**config.mk**
```make
export PLATFORM = sky130hd
export DESIGN_NAME = pipe_ctrl
export DESIGN_NICKNAME = d
export VERILOG_FILES = /design/src/rtl/pipe_ctrl.sv
export SDC_FILE = /design/constraint.sdc
export NUM_CORES = 1
export LEC_CHECK = 0
export BUFFER_PORTS_ARGS = -buffer_cell sky130_fd_sc_hd__buf_2
export CAP_MARGIN = 10
export CORE_AREA = 2 2 42 44
export DETAILED_ROUTE_END_ITERATION = 10
export DIE_AREA = 0 0 44 46
export PLACE_DENSITY = 0.77
export SKIP_LAST_GASP = 1
export SYNTH_ARGS = -nofsm -noshare
export SYNTH_HDL_FRONTEND = slang
export SYNTH_SLANG_ARGS = --single-unit
```
**constraint.sdc**
```tcl
create_clock -name clk -period 4.1 [get_ports clk]
set_input_delay 0.41 -clock clk [delete_from_list [all_inputs] [get_ports clk]]
set_output_delay 0.41 -clock clk [all_outputs]
set_load 0.03 [all_outputs]
```
**src/rtl/pipe_ctrl.sv**
```systemverilog
// Pipeline sequencer for the 5-stage core: stage valid bits, register load enables,
// stall/bubble/flush resolution and post-reset fetch hold. Optional counters: PIPE_CTRL_PERF_EN.
module pipe_ctrl #(
  parameter int RST_HOLD = 4,
  parameter int PW       = 32
) (
  input  logic       clk,
  input  logic       rstn,
  input  logic       if_ready,
  input  logic       ld_use,
  input  logic       stall_ex,
  input  logic       stall_mem,
  input  logic       redir_req,
  input  logic       trap_req,
  output logic       pc_en,
  output logic [1:0] pc_sel,
  output logic       en_ifid,
  output logic       en_idex,
  output logic       en_exmem,
  output logic       en_memwb,
  output logic       v_id,
  output logic       v_ex,
  output logic       v_mem,
  output logic       v_wb,
  output logic       kill_ex,
  output logic       redir_ack
`ifdef PIPE_CTRL_PERF_EN
  ,
  output logic [PW-1:0] perf_stall,
  output logic [PW-1:0] perf_flush,
  output logic [PW-1:0] perf_ret
`endif
);

  typedef enum logic [1:0] {
    PC_SEQ   = 2'd0,
    PC_REDIR = 2'd1,
    PC_TRAP  = 2'd2
  } pc_sel_e;

  localparam logic [7:0] HOLD_INIT = 8'(RST_HOLD);

  if (RST_HOLD < 0 || RST_HOLD > 255) begin : g_bad_hold
    $error("pipe_ctrl: RST_HOLD must be in 0..255");
  end
  if (PW < 1) begin : g_bad_pw
    $error("pipe_ctrl: PW must be at least 1");
  end

  logic [7:0] boot_cnt_q, boot_cnt_d;
  logic       v_id_q, v_id_d;
  logic       v_ex_q, v_ex_d;
  logic       v_mem_q, v_mem_d;
  logic       v_wb_q, v_wb_d;

  logic    boot;
  logic    mem_hold, ex_hold, id_hold, if_hold;
  logic    trap, redirect;
  pc_sel_e pc_sel_w;

  // Hold chain: a held stage also holds every stage upstream of it.
  always_comb begin
    boot     = (boot_cnt_q != 8'd0);
    mem_hold = stall_mem & v_mem_q;
    ex_hold  = mem_hold | (stall_ex & v_ex_q);
    id_hold  = ex_hold | (ld_use & v_id_q);
    if_hold  = id_hold | ~if_ready | boot;
    trap     = trap_req & v_mem_q & ~stall_mem;
    redirect = redir_req & v_ex_q & ~ex_hold & ~trap;
  end

  // NOTE: every signal written here gets a default first, so no path leaves it unassigned and no latch is inferred.
  always_comb begin
    boot_cnt_d = boot_cnt_q;
    v_wb_d     = 1'b0;
    v_mem_d    = 1'b0;
    v_ex_d     = 1'b0;
    v_id_d     = 1'b0;
    pc_sel_w   = PC_SEQ;

    if (boot) begin
      boot_cnt_d = boot_cnt_q - 8'd1;
    end

    // A held stage keeps its valid bit; an unheld stage behind a held one takes a bubble.
    v_wb_d  = v_mem_q & ~mem_hold & ~trap;
    v_mem_d = mem_hold ? v_mem_q : (v_ex_q & ~ex_hold & ~trap);

    if (trap) begin
      v_ex_d = 1'b0;
    end else if (ex_hold) begin
      v_ex_d = v_ex_q;
    end else begin
      v_ex_d = v_id_q & ~id_hold & ~redirect;
    end

    if (trap || redirect) begin
      v_id_d = 1'b0;
    end else if (id_hold) begin
      v_id_d = v_id_q;
    end else begin
      v_id_d = if_ready & ~boot;
    end

    if (trap) begin
      pc_sel_w = PC_TRAP;
    end else if (redirect) begin
      pc_sel_w = PC_REDIR;
    end
  end

  // Control outputs are suppressed for as long as reset is asserted.
  always_comb begin
    pc_en     = rstn & (trap | redirect | ~if_hold);
    pc_sel    = rstn ? pc_sel_w : PC_SEQ;
    en_memwb  = rstn;
    en_exmem  = rstn & ~mem_hold;
    en_idex   = rstn & ~ex_hold;
    en_ifid   = rstn & ~id_hold;
    kill_ex   = rstn & trap & v_ex_q;
    redir_ack = rstn & redirect;
    v_id      = v_id_q;
    v_ex      = v_ex_q;
    v_mem     = v_mem_q;
    v_wb      = v_wb_q;
  end

  // NOTE: sequential state uses non-blocking assignments so all registers update together on the edge.
  always_ff @(posedge clk) begin
    if (!rstn) begin
      boot_cnt_q <= HOLD_INIT;
      v_id_q     <= 1'b0;
      v_ex_q     <= 1'b0;
      v_mem_q    <= 1'b0;
      v_wb_q     <= 1'b0;
    end else begin
      boot_cnt_q <= boot_cnt_d;
      v_id_q     <= v_id_d;
      v_ex_q     <= v_ex_d;
      v_mem_q    <= v_mem_d;
      v_wb_q     <= v_wb_d;
    end
  end

`ifdef PIPE_CTRL_PERF_EN
  logic [PW-1:0] perf_stall_q, perf_flush_q, perf_ret_q;

  always_ff @(posedge clk) begin
    if (!rstn) begin
      perf_stall_q <= '0;
      perf_flush_q <= '0;
      perf_ret_q   <= '0;
    end else begin
      if (id_hold)          perf_stall_q <= perf_stall_q + 1'b1;
      if (trap || redirect) perf_flush_q <= perf_flush_q + 1'b1;
      if (v_wb_q)           perf_ret_q   <= perf_ret_q + 1'b1;
    end
  end

  assign perf_stall = perf_stall_q;
  assign perf_flush = perf_flush_q;
  assign perf_ret   = perf_ret_q;
`endif

endmodule

```
==> summary.md <==
| Metric | Value |
|---|---|
| Non-Filler Instances | 112 |
| Finished Cell Area | 765.7 µm² |
| # clock sinks | 12 |
| Layout Nets | 106 |
| Clk_skew | 0.006053 ns |
| Total power draw | 454.1 µW |
| First-pass GRT wire length | 2.263 mm |
| Fmax | 462.5 MHz |
| Total GRT Usage | 0.1559 |
| Status | finished, final reports clean |
| Worst-path maximum fanout | 3 |
| Slew headroom | 0.6147 |
| Leakage | 0.3358 nW |
| FILL cells | 166 |
| Drt first pass iters | 4 |
| Finish-stage setup viols | 0 |
| Post-place setup slack | 2.179 ns |
| Post-CTS sizing | 0 |
| Height of the die | 46 µm |
| Fin crit period | 2.162 ns |
| Die Width | 44 µm |
| Vias in the first global route | 513 |
| Routed wl met2 | 700 µm |
| Initial antenna violation count | 0 |
| Hold Crit Class | input port to flop |
| CP startpoint kind | flop |
| Register area | 240.2 µm² |
| Placeable Area | 1614 µm² |
| I/O pin cnt | 21 |
| Post-synth cell types | 31 |
| WL met1 | 667 µm |
| Initial DRC Count | 30 |
| Hold_buf cts | 0 |
| Mapped Cells | 74 |
| Ant. Diodes | 0 |
| Critical path class | flop to output pin |
| Pwr per Cell Area | 593.0 nW/µm² |
| Crit path arrival time | 1.75 ns |
| Max Root-Sink Buffers | 2 |
| Dpl cells | 108 |
| CTS H-tree depth | 1 |
| Worst EP required | 3.69 ns |
| DPL Wire Length | 1.055 mm |
| P&R area growth vs syn | 21.91% |
| Worst vdd ir | 0.2034 mV |
| WL met3 | 44 µm |
| Utilization of the core after routing | 0.4744 |
| Post-CTS Setup Bufs | 0 |
| Port Buffers | 20 |
| Seq cells post-synth | 12 |
| Mapped Area | 628.1 µm² |
| CTS root buf | clkbuf_4 |
| DR top layer | met4 |
| Inserted Clock Buffers | 3 |
| Avg Cell Area, Syn | 8.488 µm² |
| Worst-Margin Slew | 0.5720 ns |
| Max Slew Vio Count | 0 |
| RePlAce Congestion | 0.7214 |
| RSZ-0062 raised after global routing | false |
| Ys Warns | 0 |
| Post-Route WL | 1.461 mm |
| Final hold slack | 0.3543 ns |
| Setup TNS | 0 ns |
| Initial Util | 0.3891 |
| Detail-routed via count per cell | 5.759 |
| Die area | 2024 µm² |
| CTS tree | built |
| Row cnt | 15 |
| Largest net degree at the start of global routing | 9 |
| Multi-input logic area | 356.6 µm² |
| Clk slew on worst S/H paths | 0.08 ns |
| Layout cells sized above 1 | 0.2947 |
| Grt ovf | 0 |
| Setup ws final | 1.938 ns |
| MaxCap Viol Count | 0 |
| Worst setup EP type | output pin |
| Synthesized net count | 84 |
| Final antenna-violating net count | 0 |
| Sequential area share after synthesis | 0.3825 |
| Final period util | 0.5274 |
| Placed standard-cell area | 729.5 µm² |
| Drt wl/cell | 13.04 µm |
| Remaining DRCs | 0 |
| Hold Vio Cnt, Final | 0 |
| Via Count | 645 |
| Clk_lat worst skew | 0.29 ns |
[sequential cells by signal, summed over array words and instances (netlist names)]
register and count:
boot_cnt_q 8, v_ex 1, v_id 1, v_mem 1, v_wb 1
[cells by family (layout without fill, tap and decap cells)]
group / count (synthesis) / count (layout) / synth area share
simple gates: 31 / 31 / 0.2809
fa+ha+maj: 2 / 2 / 0.03983
flops: 12 / 12 / 0.3825
xor+xnor: 3 / 3 / 0.04184
buf+inv: 6 / 27 / 0.04978
compound gates: 20 / 20 / 0.2052
[worst max-delay path: stages, from the launching register on]
cell	delay, ns
dfxtp_1	0.33
inv_1	0.10
ha_1	0.17
nor3b_1	0.26
nand4_1	0.17
a31oi_1	0.21
buf_2	0.22
[worst paths after layout]
kind                                    start             to  cells after the start  slack, ns
worst max-delay path            boot_cnt_q[0]          pc_en                      6       1.94
worst min-delay path                stall_mem           v_wb                      2       0.35
worst max register to register  boot_cnt_q[0]  boot_cnt_q[7]                      5       2.28
worst min register to register  boot_cnt_q[6]  boot_cnt_q[6]                      2       0.50
[layer usage]
metal,up-vias,global-route usage
li1,315,-
met1,301,0.2071
met2,22,0.2382
met3,7,0.01190
met4,0,0.1091
met5,-,0
[placed cells by master, fill, tap and decap left out, types with 3 or more instances in the layout]
cell       n
inv_1      3
clkbuf_4   3
a21oi_1    7
nand2_1    6
dfxtp_1   12
xor2_1     3
nor2_1     5
buf_2     20
o21ai_0    5
[synthesized netlist by cell type]
cell type  instances  area share
inv_1              3       0.018
a222oi_1           1       0.016
nand3_1            1      0.0080
ha_1               2       0.040
nor3_1             2       0.016
nor3b_1            2       0.024
o31ai_1            2       0.024
and3_1             1       0.010
a311o_1            1       0.016
or3b_2             2       0.028
nand2_1            6       0.036
a22o_1             1       0.014
dfxtp_1           12        0.38
a31oi_1            1       0.010
or4_1              2       0.024
nor2_1             5       0.030
nor2b_1            1       0.010
buf_4              2       0.024
or4_2              1       0.014
o311a_2            1       0.018
buf_2              1      0.0080
and2_1             2       0.020
xor2_1             3       0.042
nand2b_1           1       0.010
a21oi_1            7       0.056
a211oi_1           1       0.012
or3_1              2       0.020
o21ai_0            5       0.040
nor4_1             1       0.010
nand4_1            1       0.010
nand3b_1           1       0.012
[layout make-up]
type | count | area share
Clock buffer | 4 | 0.04739
Inverter | 3 | 0.01471
Multi-Input combinational cell | 56 | 0.4657
Sequential cell | 12 | 0.3137
Tap cell | 17 | 0.02778
Timing Repair Buffer | 20 | 0.1307
[report_power, final]
part           leakage, nW  switching [mW]  internal [mW]  total, mW
clock               0.0210          0.0449         0.0541     0.0991
sequential          0.0981          0.0340          0.149      0.183
combinational        0.217          0.0994         0.0730      0.172
total                0.336           0.178          0.276      0.454
Power figures use the tool's default switching activity.
